<file path="src/rtl/seg_pkg.sv">
// Shared types and constants for the seven-segment scan controller.
// Holds the scan state enum, the active-high hex glyph table and the dark pattern.
package seg_pkg;

  typedef enum logic {
    BLANK,
    ON
  } state_t;

  // {dp,g,f,e,d,c,b,a}, active-high
  localparam logic [7:0] SEG_OFF = 8'h00;

  // gfedcba glyphs for 0-F, active-high
  localparam logic [6:0] SEG_HEX [16] = '{
    7'h3F, 7'h06, 7'h5B, 7'h4F,
    7'h66, 7'h6D, 7'h7D, 7'h07,
    7'h7F, 7'h6F, 7'h77, 7'h7C,
    7'h39, 7'h5E, 7'h79, 7'h71
  };

endpackage

</file>
<file path="src/rtl/seg_scan_ctrl_if.sv">
// Host write port of the scan controller: valid/ready digit-code writes.
// master: wr_valid, wr_addr, wr_data out, wr_ready in; slave: the reverse.
interface seg_scan_ctrl_if #(
  parameter int AW = 2
) ();

  logic          wr_valid;
  logic          wr_ready;
  logic [AW-1:0] wr_addr;
  logic [5:0]    wr_data;

  modport master (
    output wr_valid,
    output wr_addr,
    output wr_data,
    input  wr_ready
  );

  modport slave (
    input  wr_valid,
    input  wr_addr,
    input  wr_data,
    output wr_ready
  );

endinterface

</file>
<file path="src/rtl/seg_hex_decode.sv">
// Combinational 4-bit hex to 7-segment glyph decoder.
// Ports: hex in (4), pat out (7, gfedcba, active-high).
module seg_hex_decode
  import seg_pkg::*;
(
  input  logic [3:0] hex,
  output logic [6:0] pat
);

  assign pat = SEG_HEX[hex];

endmodule

</file>
<file path="src/rtl/seg_scan_ctrl.sv">
// Multiplexed seven-segment scan controller with shadow buffer and blank gap.
// Ports: clock, reset_n, wr (slave), clear, brightness (SEG_DIM_EN only),
//        seg, digit_sel, frame_tick. Optional PWM dimming under SEG_DIM_EN.
module seg_scan_ctrl
  import seg_pkg::*;
#(
  parameter int NUM_DIGITS   = 4,
  parameter int SLOT_CYCLES  = 50000,
  parameter int BLANK_CYCLES = 500,
  parameter int ACTIVE_LOW   = 1
) (
  input  logic                  clock,
  input  logic                  reset_n,
  seg_scan_ctrl_if.slave        wr,
  input  logic                  clear,
`ifdef SEG_DIM_EN
  input  logic [3:0]            brightness,
`endif
  output logic [7:0]            seg,
  output logic [NUM_DIGITS-1:0] digit_sel,
  output logic                  frame_tick
);

  localparam int AW =
    (NUM_DIGITS > 1) ? $clog2(NUM_DIGITS) : 1;
  localparam int CW = $clog2(SLOT_CYCLES);
  localparam logic POL = (ACTIVE_LOW != 0);

  state_t          state;
  logic [AW-1:0]   idx;
  logic [CW-1:0]   cnt;
  logic [5:0]      shadow [NUM_DIGITS];
  logic [5:0]      active [NUM_DIGITS];

  logic            accept;
  logic            in_range;
  logic            blank_end;
  logic            slot_end;
  logic            last;
  logic            commit;

  assign wr.wr_ready = reset_n & ~clear;
  assign accept      = wr.wr_valid & wr.wr_ready;
  assign in_range    =
    {1'b0, wr.wr_addr} < (AW + 1)'(NUM_DIGITS);

  assign blank_end =
    (state == BLANK) && (cnt == CW'(BLANK_CYCLES - 1));
  assign slot_end  =
    (state == ON) && (cnt == CW'(SLOT_CYCLES - 1));
  assign last      = (idx == AW'(NUM_DIGITS - 1));
  assign commit    = slot_end & last;

  always_ff @(posedge clock or negedge reset_n) begin
    if (!reset_n) begin
      state      <= BLANK;
      idx        <= '0;
      cnt        <= '0;
      frame_tick <= 1'b0;
    end else begin
      frame_tick <= commit;
      unique case (1'b1)
        blank_end: begin
          state <= ON;
          cnt   <= cnt + CW'(1);
        end
        slot_end: begin
          state <= BLANK;
          cnt   <= '0;
          idx   <= last ? '0 : idx + AW'(1);
        end
        default: cnt <= cnt + CW'(1);
      endcase
    end
  end

  // A write landing on the commit edge must reach active directly,
  // otherwise it would wait a whole extra frame.
  always_ff @(posedge clock or negedge reset_n) begin
    if (!reset_n) begin
      for (int i = 0; i < NUM_DIGITS; i++) begin
        shadow[i] <= '0;
        active[i] <= '0;
      end
    end else if (clear) begin
      for (int i = 0; i < NUM_DIGITS; i++) begin
        shadow[i] <= '0;
        active[i] <= '0;
      end
    end else begin
      if (accept && in_range)
        shadow[wr.wr_addr] <= wr.wr_data;
      if (commit) begin
        for (int i = 0; i < NUM_DIGITS; i++)
          active[i] <= shadow[i];
        if (accept && in_range)
          active[wr.wr_addr] <= wr.wr_data;
      end
    end
  end

  logic lit;

`ifdef SEG_DIM_EN
  logic [3:0] pwm;
  logic [3:0] bright_q;

  always_ff @(posedge clock or negedge reset_n) begin
    if (!reset_n) begin
      pwm      <= '0;
      bright_q <= '0;
    end else if (blank_end) begin
      pwm      <= '0;
      bright_q <= brightness;
    end else if (state == ON) begin
      pwm <= pwm + 4'd1;
    end
  end

  assign lit = (pwm < bright_q);
`else
  assign lit = 1'b1;
`endif

  logic [5:0]            cur;
  logic [6:0]            pat;
  logic                  drive;
  logic [7:0]            seg_n;
  logic [NUM_DIGITS-1:0] sel_n;

  assign cur   = active[idx];
  assign drive = (state == ON) & cur[5] & lit;

  seg_hex_decode u_dec (
    .hex (cur[3:0]),
    .pat (pat)
  );

  always_comb begin
    sel_n      = '0;
    sel_n[idx] = drive;
    seg_n      = drive ? {cur[4], pat} : SEG_OFF;
  end

  always_ff @(posedge clock or negedge reset_n) begin
    if (!reset_n) begin
      seg       <= SEG_OFF ^ {8{POL}};
      digit_sel <= {NUM_DIGITS{POL}};
    end else begin
      seg       <= seg_n ^ {8{POL}};
      digit_sel <= sel_n ^ {NUM_DIGITS{POL}};
    end
  end

endmodule

</file>
<file path="src/flat_wrapper.sv">
// flat-port wrapper written by rule: the top's interface ports become plain ports
module seg_scan_ctrl_flat import seg_pkg::*;
#(
  parameter int NUM_DIGITS   = 4,
  parameter int SLOT_CYCLES  = 50000,
  parameter int BLANK_CYCLES = 500,
  parameter int ACTIVE_LOW   = 1
)
  (clock, reset_n, clear, seg, digit_sel, frame_tick, wr_wr_valid, wr_wr_addr, wr_wr_data, wr_wr_ready);
  seg_scan_ctrl_if #(.AW(2)) wr_i ();
  input  logic clock;
  input  logic reset_n;
  input  logic clear;
  output logic [7:0] seg;
  output logic [NUM_DIGITS-1:0] digit_sel;
  output logic frame_tick;
  input wire logic [$bits(wr_i.wr_valid)-1:0] wr_wr_valid;
  input wire logic [$bits(wr_i.wr_addr)-1:0] wr_wr_addr;
  input wire logic [$bits(wr_i.wr_data)-1:0] wr_wr_data;
  output wire logic [$bits(wr_i.wr_ready)-1:0] wr_wr_ready;
  assign wr_i.wr_valid = wr_wr_valid;
  assign wr_i.wr_addr = wr_wr_addr;
  assign wr_i.wr_data = wr_wr_data;
  assign wr_wr_ready = wr_i.wr_ready;
  seg_scan_ctrl #(.NUM_DIGITS(NUM_DIGITS), .SLOT_CYCLES(SLOT_CYCLES), .BLANK_CYCLES(BLANK_CYCLES), .ACTIVE_LOW(ACTIVE_LOW)) u_core (.clock(clock), .reset_n(reset_n), .wr(wr_i), .clear(clear), .seg(seg), .digit_sel(digit_sel), .frame_tick(frame_tick));
endmodule
</file>
<file path="config.mk">
export PLATFORM = sky130hd
export DESIGN_NAME = seg_scan_ctrl_flat
export DESIGN_NICKNAME = d
export VERILOG_FILES = /design/src/rtl/seg_pkg.sv /design/src/rtl/seg_scan_ctrl_if.sv /design/src/rtl/seg_hex_decode.sv /design/src/rtl/seg_scan_ctrl.sv /design/src/flat_wrapper.sv
export SDC_FILE = /design/constraint.sdc
export NUM_CORES = 1
export LEC_CHECK = 0
export BUFFER_PORTS_ARGS = -buffer_cell sky130_fd_sc_hd__buf_2
export CORE_UTILIZATION = 35
export CTS_BUF_LIST = sky130_fd_sc_hd__clkbuf_8
export DETAILED_ROUTE_END_ITERATION = 10
export PLACE_DENSITY_LB_ADDON = 0.05
export SLEW_MARGIN = 15
export SYNTH_ARGS = -nofsm -noshare
export SYNTH_HDL_FRONTEND = slang
export SYNTH_HIERARCHICAL = 1
export SYNTH_SLANG_ARGS = --single-unit
</file>
<file path="constraint.sdc">
create_clock -name clock -period 6.9 [get_ports clock]
set_clock_uncertainty 0.2 [all_clocks]
set_input_delay 0.345 -clock clock [delete_from_list [all_inputs] [get_ports clock]]
set_output_delay 0.345 -clock clock [all_outputs]
set_load 0.02 [all_outputs]
</file>
Word level (Yosys, flattened, before mapping)
Memory sizes are Yosys's and may differ from the RTL's.
Cells that the tools add are included.

operators by class
  add/sub/neg operators = 2
  $mul = 0
  div/mod/pow operators = 0
  $lt $le $gt $ge = 6
  equality and inequality tests = 3
  shift operators = 0
  muxes and demuxes = 18
  bitwise operators = 12
  reductions and logical operators = 6

operators with widths
  cell                     number
  $mux W24                 4
  $bwmux W24               1
  $mux W6                  3
  $add A16 B1 Y16 const B  1
  $eq A16 B16 Y1 const B   1
  $eq A16 B9 Y1 const B    1
  $mux W16                 1
  $mux W7                  2
  $bmux W6 S2              1
  $demux W6 S2             1
  $mux W8                  1
  $not A8 Y8               1
  $ge A3 B3 Y1 const B     2
  $not A2 Y3               2
  $ge A5 B5 Y1 const B     1
  $not A4 Y5               1
  $and A1 B1 Y1            4
  $and A4 B4 Y4            1
  $logic_and A1 B1 Y1      4
  $not A4 Y4               1
  $reduce_bool A2 Y1       2
  $lt A2 B3 Y1 const B     1
  $lt A3 B1 Y1 const B     1
  $add A2 B1 Y2 const B    1
  7 further kinds          8

word-level totals
  register bits after elaboration = 80
  bits in latches = 0
  bits in writable memories = 0
  ROM bits = 112
  logic and storage cells = 62
  memories = 1

memory list
  memory            depth  width  rd ports  clocked after memory_dff  write ports  RTL line              source
  (name not given)  16     7      1         0                         0            seg_hex_decode.sv:10  assign pat = SEG_HEX[hex];

Logic depth before layout (Yosys ltp)
Gate-level depths: netlist of run 1.

  word-level depth = 10
  depth in mapped cells = 7
  mapped depth without buffers = 6

Cells and area by module
Netlist of run 1, hierarchy kept.

modules (own cells, without submodules)
  module          times used  cells each  area each (sq um)  seq. area each (sq um)
  seg_scan_ctrl   1           262         3479.6             2016.9
  seg_hex_decode  1           33          287.8              0.0

Worst setup path before layout of run 1
Ideal clock, no wire load.

  kind = flip-flop to flip-flop
  start = register u_core.idx[0]
  end = register u_core.seg[3]
  setup time = 61 ps
  arrival time = 2057 ps
  required time = 6639 ps
  setup slack = 4582 ps
  stages on the path, launching flop included = 8
  path buffers = 1
  cells stage by stage = dfrtp_1 > buf_2 > mux4_2 > inv_1 > ha_1 > inv_1 > mux4_1 > nand2_1

between the ends
  word-level cells in the longest chain between the ends = 10

RTL lines
  what                                        RTL line              source
  start, declared                             seg_scan_ctrl.sv:30   logic [AW-1:0] idx;
  start signal, assigned                      seg_scan_ctrl.sv:70   idx <= last ? '0 : idx + AW'(1);
  $not A2 Y3 (not written as such)            seg_scan_ctrl.sv:131  assign cur = active[idx];
  $bmux W6 S2                                 seg_scan_ctrl.sv:131
  $mux W6 (not written as such) (2 in a row)  seg_scan_ctrl.sv:131
  named net u_core.cur[1]                     seg_scan_ctrl.sv:125  logic [5:0] cur;
  $not A4 Y5 (not written as such)            seg_hex_decode.sv:10
  $mem_v2 Z16 W7                              n/a
  $mux W7 (not written as such) (2 in a row)  seg_hex_decode.sv:10
  named net u_core.pat[3]                     seg_scan_ctrl.sv:126  logic [6:0] pat;
  $mux W8                                     seg_scan_ctrl.sv:142  seg_n = drive ? {cur[4], pat} : SEG_OFF;
  $not A8 Y8 (no source line)                 n/a
  end signal, assigned                        seg_scan_ctrl.sv:147  seg <= SEG_OFF ^ {8{POL}};
  end signal, assigned                        seg_scan_ctrl.sv:150  seg <= seg_n ^ {8{POL}};
  end, declared                               seg_scan_ctrl.sv:19   output logic [7:0] seg,

The timed path passes the listed nets, and every way through them passes these cells. The select of a mux whose other input is x is not followed.
A chain may end at the register's enable or synchronous reset.

Worst setup path in the final report of run 1
Same ends and word-level chain as after synthesis.

==> results.cfg, run 1 <==
[power_and_ir_drop]
total_leakage_power_nw = 1.871
worst_case_vdd_ir_drop_mv = 0.1018
cellPowerDensity_mw_per_mm2 = 204.1

[cells_and_area]
nets = 341
layout.cells.non_filler = 458
n_antenna_cell = 0
postLayoutCoreUtil = 0.4025
layout-drive-gt1-share = 0.2547
synthToLayoutAreaGrowth_pct = 10.79
fill_cells = 1019

[sta]
fin_crit_ns = 2.570
min_period_over_period = 0.3725
slew_headroom = 0.3668
setup_viol_count_final = 0
fin_setup_tns_ns = 0
max_clock_freq_ghz = 0.3891
timing.final.max_slew_violations = 0
worst-slew-pin-transition_ns = 0.9497
hold_viol = 0
rsz0062_at_grt = no
final.setup.worst_slack_ns = 4.330

[synth]
synth.lib_cells_used.distinct = 50
yosys-top-cells-area = sky130_fd_sc_hd__dfrtp_1 (45%), sky130_fd_sc_hd__dfstp_2 (8.4%), sky130_fd_sc_hd__mux2i_1 (6.9%)
yosys.area.top_type_share = 0.4517
yosysWarnings = 6
synth_simple_gate_area_share = 0.1348
synth_top_family_by_area = simple AND/OR/NAND/NOR gates
post_synthesis_adder_cell_area_fraction = 0.03985
yosys_most_used_dff = sky130_fd_sc_hd__dfrtp_1
netlist_instances = 295
synth_compound_area_frac = 0.1010
synth-edff-count = 0
post_synth_instance_area_mm2 = 0.003767
synth_xor_xnor_area_share = 0.03022
muxShareOfSynthArea = 0.1209
synth.yosys.seq_area_share = 0.5354
yosys_register_bits = 80
synth_area_per_cell_um2 = 12.77
mappedNetlistNets = 319
postSynth.asyncResetShare = 1.000
library_cell_with_the_largest_summed_area_after_synthesis = sky130_fd_sc_hd__dfrtp_1

[global_routing]
antenna_found_initial = 0
grt_start_max_net_pins = 50
grt.total_usage = 0.1546
globalRoute.totalOverflow = 0
grt_first_pass_wirelength_um = 12890
grt_pass1_vias = 2400

[clocking]
clock_pin_slew_of_the_registers_on_the_worst_case_setup_and_hold_paths_ns = 0.08
cts_htree_levels = 3
cts_inserted_buffers = 9
clk_path_buf_depth = 2
cts_resized = 0
cts.sink_count = 80
tritoncts = built
clkLatencyLatePin_ns = 0.35
ctsRootBufferMaster = sky130_fd_sc_hd__clkbuf_8

[floorplan]
ioPinCount = 26
floorplan.die_area_mm2 = 0.01118
initial_core_util = 0.3633
die_y_um = 105.8
num_rows = 37
dieWidth_um = 105.8
design.core.area_mm2 = 0.01037

[setup_path]
critPathSlowestCell = sky130_fd_sc_hd__dfrtp_1
worst_ep_required_time_ns = 6.99
crit_arrival_ns = 2.66
cpLargestDelayFamily = multiplexers
max_stage_delay_ns = 0.68
critical_path.n_buffers_inverters = 2
maximum_fanout_encountered_on_the_critical_timing_path = 10
startpoint_type = flop
most_repeated_library_cell_on_the_critical_path = sky130_fd_sc_hd__inv_1
cp_cell_sequence = mux4_2, inv_1, ha_1, inv_1, mux4_1, nand2_1
rrSetupSlack_ns = 4.33
setup.worst_path.class = flop to flop
timing.critical_path.to_type = flop

[route]
route.vias.total = 2258
final_routed_wire_length_divided_by_cell_count_um = 16.66
final_antenna_net_count = 0
first_pass_iters = 4
drtIter0Drc = 78
avgViaCountPerCell = 4.930
drc_errors = 0
wirelength_um = 7632

[placement]
gp_congestion = 0.6997
port_buffers = 25
dp_hpwl_um = 4980
placed_cells = 441
pre_cts_slack_ns = 4.348

[run]
max_capacitance_violation_count = 0

[outcome]
status = completed

[worst_hold_path]
type_of_the_tightest_min_delay_check = input port to flop
-- cell usage after synthesis (all sizes together) (2+ instances only) --
cell      n
nand2    15
nor4      3
mux2i    26
and2      2
xnor2     6
nand3     9
a31oi     2
o2bb2ai  24
ha       12
buf      13
clkbuf    3
inv       9
dfrtp    68
nand4b    3
a21oi     3
nor3      4
nand4     4
mux4      7
mux2      3
dfstp    12
xor2      7
and3      3
nor2     39
o21ai     3
nor2b     3
-- where the power goes --
| group | switching [mW] | leakage [nW] | internal (mW) |
|---|---|---|---|
| Sequential | 0.000426 | 1.06 | 0.470 |
| Clock | 0.167 | 0.109 | 0.183 |
| Combinational | 0.0231 | 0.701 | 0.00753 |
| Total | 0.191 | 1.87 | 0.661 |
-- registers in the layout (all words and copies together), names as in the netlist --
register,count
u_core/active,24
u_core/digit_sel,4
u_core/state,1
u_core/frame_tick,1
u_core/seg,8
u_core/cnt,16
u_core/shadow,24
u_core/idx,2
-- timing repair --
item                                    in CTS  in global routing
hold buffers                                 1                  0
endpoints found under the setup margin       0                  0
endpoints found under the hold margin       19                  0
setup buffers                                0                  0
-- cells in the final DEF (no fill, tap or decap), types with 2 or more instances in the layout --
cell / n
sky130_fd_sc_hd__nor2b_1: 3
sky130_fd_sc_hd__o2bb2ai_2: 9
sky130_fd_sc_hd__ha_1: 12
sky130_fd_sc_hd__buf_2: 24
sky130_fd_sc_hd__inv_1: 12
sky130_fd_sc_hd__nand2_1: 15
sky130_fd_sc_hd__mux2_2: 3
sky130_fd_sc_hd__mux4_2: 6
sky130_fd_sc_hd__mux2i_1: 26
sky130_fd_sc_hd__a21oi_1: 3
sky130_fd_sc_hd__and3_2: 2
sky130_fd_sc_hd__nand4_1: 3
sky130_fd_sc_hd__clkbuf_8: 11
sky130_fd_sc_hd__o2bb2ai_1: 14
sky130_fd_sc_hd__nor3_1: 4
sky130_fd_sc_hd__xnor2_1: 6
sky130_fd_sc_hd__dfrtp_1: 68
sky130_fd_sc_hd__o21ai_0: 3
sky130_fd_sc_hd__nand3_1: 9
sky130_fd_sc_hd__nor4_1: 2
sky130_fd_sc_hd__xor2_1: 7
sky130_fd_sc_hd__buf_4: 2
sky130_fd_sc_hd__nor2_1: 38
sky130_fd_sc_hd__dfstp_2: 12
-- layer usage --
layer / share of wire / vias to the layer above / GRT usage
met4: 0.017 / 0 / 0.06250
met1: 0.47 / 1132 / 0.2001
met2: 0.48 / 24 / 0.2498
met5: 0 / - / 0
met3: 0.023 / 10 / 0.03525
li1: - / 1092 / -
-- worst reg2reg max path: stages (launching register included) --
cell and delay [ns]:
sky130_fd_sc_hd__dfrtp_1 0.68, sky130_fd_sc_hd__mux4_2 0.64, sky130_fd_sc_hd__inv_1 0.15, sky130_fd_sc_hd__ha_1 0.25, sky130_fd_sc_hd__inv_1 0.05, sky130_fd_sc_hd__mux4_1 0.47, sky130_fd_sc_hd__nand2_1 0.07
-- path summary, 6_finish.rpt --
check	from	end	depth (start not counted)
setup reg to reg	u_core/idx[0]	u_core/seg[3]	6
min in group asynchronous	reset_n	u_core/shadow[1]	2
hold / removal	wr_wr_data[1]	u_core/shadow[1]	3
setup / recovery	u_core/idx[0]	u_core/seg[3]	6
max in group asynchronous	reset_n	u_core/cnt[11]	3
hold reg to reg	u_core/active[2]	u_core/active[2]	1
-- cell families (layout without fill, tap and decap cells) --
| logic type | after synthesis | after routing |
|---|---|---|
| XOR/XNOR | 13 | 13 |
| multiplexers | 36 | 36 |
| flip-flops | 80 | 80 |
| AO/OA/AOI/OAI | 36 | 36 |
| AND/OR/NAND/NOR | 93 | 93 |
| buffers and inverters | 25 | 52 |
| adder cells (fa/ha/maj) | 12 | 12 |
-- layout make-up --
| class | count | area (µm²) | area share |
|---|---|---|---|
| repair buffers | 27 | 145.1 | 0.03477 |
| well taps | 136 | 170.2 | 0.04077 |
| clock buffers | 11 | 151.4 | 0.03627 |
| inverters | 9 | 33.78 | 0.008094 |
| clock inverters | 5 | 48.80 | 0.01169 |
| flip-flops and latches | 80 | 2017 | 0.4832 |
| multi-input cells | 190 | 1608 | 0.3852 |
-- per-stage QoR --
stage          hold WS (ns)  power, mW  instance area, µm²
6_report             0.1227     0.8519                4174
5_1_grt              0.1162     0.8917                4174
4_1_cts              0.1080     0.8706                4174
3_5_place_dp         0.1090     0.5116                3964
3_3_place_gp         0.1129     0.5118                3964
2_1_floorplan       -0.1506     0.4931                3767
No activity file was read; power rests on OpenSTA's default activity.
==> run 2: changes to the inputs <==
Clock period 6.9 ns to 2.6 ns, I/O delays scaled along.
==> run 2 against run 1 <==
  * Sequential cell count unchanged
  * First-iteration DRC count decreased by 36%
  * Sequential share of layout area decreased by 0.64 points
  * Via count increased by 3.1%
  * Non-clock buffer count increased by 9
  * Largest power group unchanged
  * Sequential power increased to 2.7 times the previous value
  * Total power increased to 2.5 times the previous value
  * Hold slack got worse by 0.0056 ns
  * Wire length increased by 2.8%
  * Critical endpoint unchanged
  * Final cell count increased by 2.0%
==> results.cfg, run 2 (synthesis gave the netlist of run 1 again) <==
[outcome]
status = completed

[power_and_ir_drop]
cellPowerDensity_mw_per_mm2 = 512.3
p_int_mw = 1.643
power_frac_clock = 0.381
total_switching_power_mw = 0.5246
comb_power_share = 0.042
worst_case_vdd_ir_drop_mv = 0.2620
power.switching_fraction = 0.2421
total_leakage_power_nw = 1.887
seq_power_share = 0.577

[floorplan]
initial_core_util = 0.3633
design.core.area_mm2 = 0.01037
floorplan.die_area_mm2 = 0.01118
ioPinCount = 26
num_rows = 37
dieWidth_um = 105.8
die_y_um = 105.8

[clocking]
tritoncts = built
clkLatencyLatePin_ns = 0.35
cts_htree_levels = 3
clock_pin_slew_of_the_registers_on_the_worst_case_setup_and_hold_paths_ns = 0.09
clk_path_buf_depth = 2
post-cts-setup-buffers = 0
cts_resized = 0
cts.sink_count = 80
cts_inserted_buffers = 9
postCtsHoldBufs = 7
ctsRootBufferMaster = sky130_fd_sc_hd__clkbuf_8

[cells_and_area]
top_regs = u_core/active (24), u_core/shadow (24), u_core/cnt (16)
layout-drive-gt1-share = 0.2628
n_antenna_cell = 0
most_frequent_cells_in_the_layout = sky130_fd_sc_hd__dfrtp_1 (68), sky130_fd_sc_hd__nor2_1 (38), sky130_fd_sc_hd__mux2i_1 (26)
synthToLayoutAreaGrowth_pct = 12.29
nets = 350
fin_area_mm2 = 0.004230
final_common_cell = sky130_fd_sc_hd__dfrtp_1

[setup_path]
cp_cell_sequence = mux4_2, inv_1, ha_1, mux4_1, nand2_1
timing.critical_path.to_type = flop
max_stage_delay_ns = 0.59
startpoint_type = flop
worst_ep_required_time_ns = 2.68
maximum_fanout_encountered_on_the_critical_timing_path = 4
rrSetupSlack_ns = 0.31
critPathSlowestCell = sky130_fd_sc_hd__mux4_2
setup.worst_path.class = flop to flop
crit_arrival_ns = 2.37

[route]
drc_errors = 0
route.vias.total = 2327
drtIter0Drc = 50
final_routed_wire_length_divided_by_cell_count_um = 16.80
first_pass_iters = 4
final_antenna_net_count = 0
avgViaCountPerCell = 4.983
wirelength_um = 7846

[sta]
timing.final.max_slew_violations = 0
fin_setup_tns_ns = 0
setup_viol_count_final = 0
rsz0062_at_grt = no
worst-slew-pin-transition_ns = 0.9418
hold_viol = 0
slew_headroom = 0.3721
max_clock_freq_ghz = 0.4369
min_period_over_period = 0.8803
fin_crit_ns = 2.289

[global_routing]
grt_pass1_vias = 2420
grt_first_pass_wirelength_um = 13170
grt_start_max_net_pins = 52
grt.total_usage = 0.1551
antenna_found_initial = 0
globalRoute.totalOverflow = 0

[worst_hold_path]
type_of_the_tightest_min_delay_check = input port to flop

[placement]
gp_congestion = 0.7447
placed_area_mm2 = 0.003986
port_buffers = 25
dp_hpwl_um = 5146

[run]
max_capacitance_violation_count = 0
-- run 2: cell count changes in the layout (fill, tap and decap cells not counted) --
cell	before	now
sky130_fd_sc_hd__clkinvlp_4	1	3
sky130_fd_sc_hd__buf_4	2	5
sky130_fd_sc_hd__dlygate4sd3_1	1	7
sky130_fd_sc_hd__clkbuf_8	11	10
sky130_fd_sc_hd__inv_1	12	10
sky130_fd_sc_hd__bufinv_16	1	0
sky130_fd_sc_hd__clkinv_2	0	2
-- run 2: layout make-up --
cell class,instances,area [µm²]
multi-input combinational,190,1608
timing repair buffer,36,227.7
clock buffer,10,137.6
inverter,9,33.78
fill,1010,6140
tap,136,170.2
clock inverter,6,36.28
sequential,80,2017
-- run 2: final timing paths --
check | startpoint | endpoint | depth (start not counted)
max in group asynchronous | reset_n | u_core/cnt[7] | 4
setup / recovery | u_core/idx[0] | u_core/seg[3] | 5
setup reg to reg | u_core/idx[0] | u_core/seg[3] | 5
hold / removal | clear | u_core/shadow[8] | 3
min in group asynchronous | reset_n | u_core/shadow[2] | 3
hold reg to reg | u_core/active[0] | u_core/active[0] | 1
-- run 2: per-layer routing --
layer | share of wire | track usage
met5 | 0 | 0
met4 | 0.010 | 0.04464
met3 | 0.025 | 0.03216
met2 | 0.49 | 0.2512
met1 | 0.47 | 0.2098
-- run 2: power groups by stage --
stage	clock network [mW]	logic [mW]	registers (mW)
after floorplan	0	0.0351	1.27
after global placement	0	0.0865	1.27
after detailed placement	0	0.0862	1.27
after CTS	0.865	0.0945	1.25
after global routing	0.910	0.102	1.25
final	0.826	0.0914	1.25
-- run 2: worst max-delay path, delay by kind of cell (launching register included) --
family                     cells  cell delay, ns
muxes                          2            1.08
buffers and inverters          1            0.15
DFF                            1            0.45
and+or+nand+nor                1            0.08
adders and majority gates      1            0.27
-- run 2: per-stage QoR --
| stage | hold WS, ns | setup WS [ns] | power (mW) | utilization | std cells |
|---|---|---|---|---|---|
| finish | 0.1170 | 0.3113 | 2.167 | 0.4079 | 467 |
| global route | 0.1265 | 0.1458 | 2.263 | 0.4079 | 467 |
| CTS | 0.1144 | 0.2679 | 2.209 | 0.4079 | 467 |
| detailed placement | -0.01832 | 0.2875 | 1.360 | 0.3844 | 444 |
| global placement | -0.002245 | 0.3638 | 1.360 | 0.3844 | 444 |
| floorplan | -0.3656 | 0.2820 | 1.309 | - | 295 |
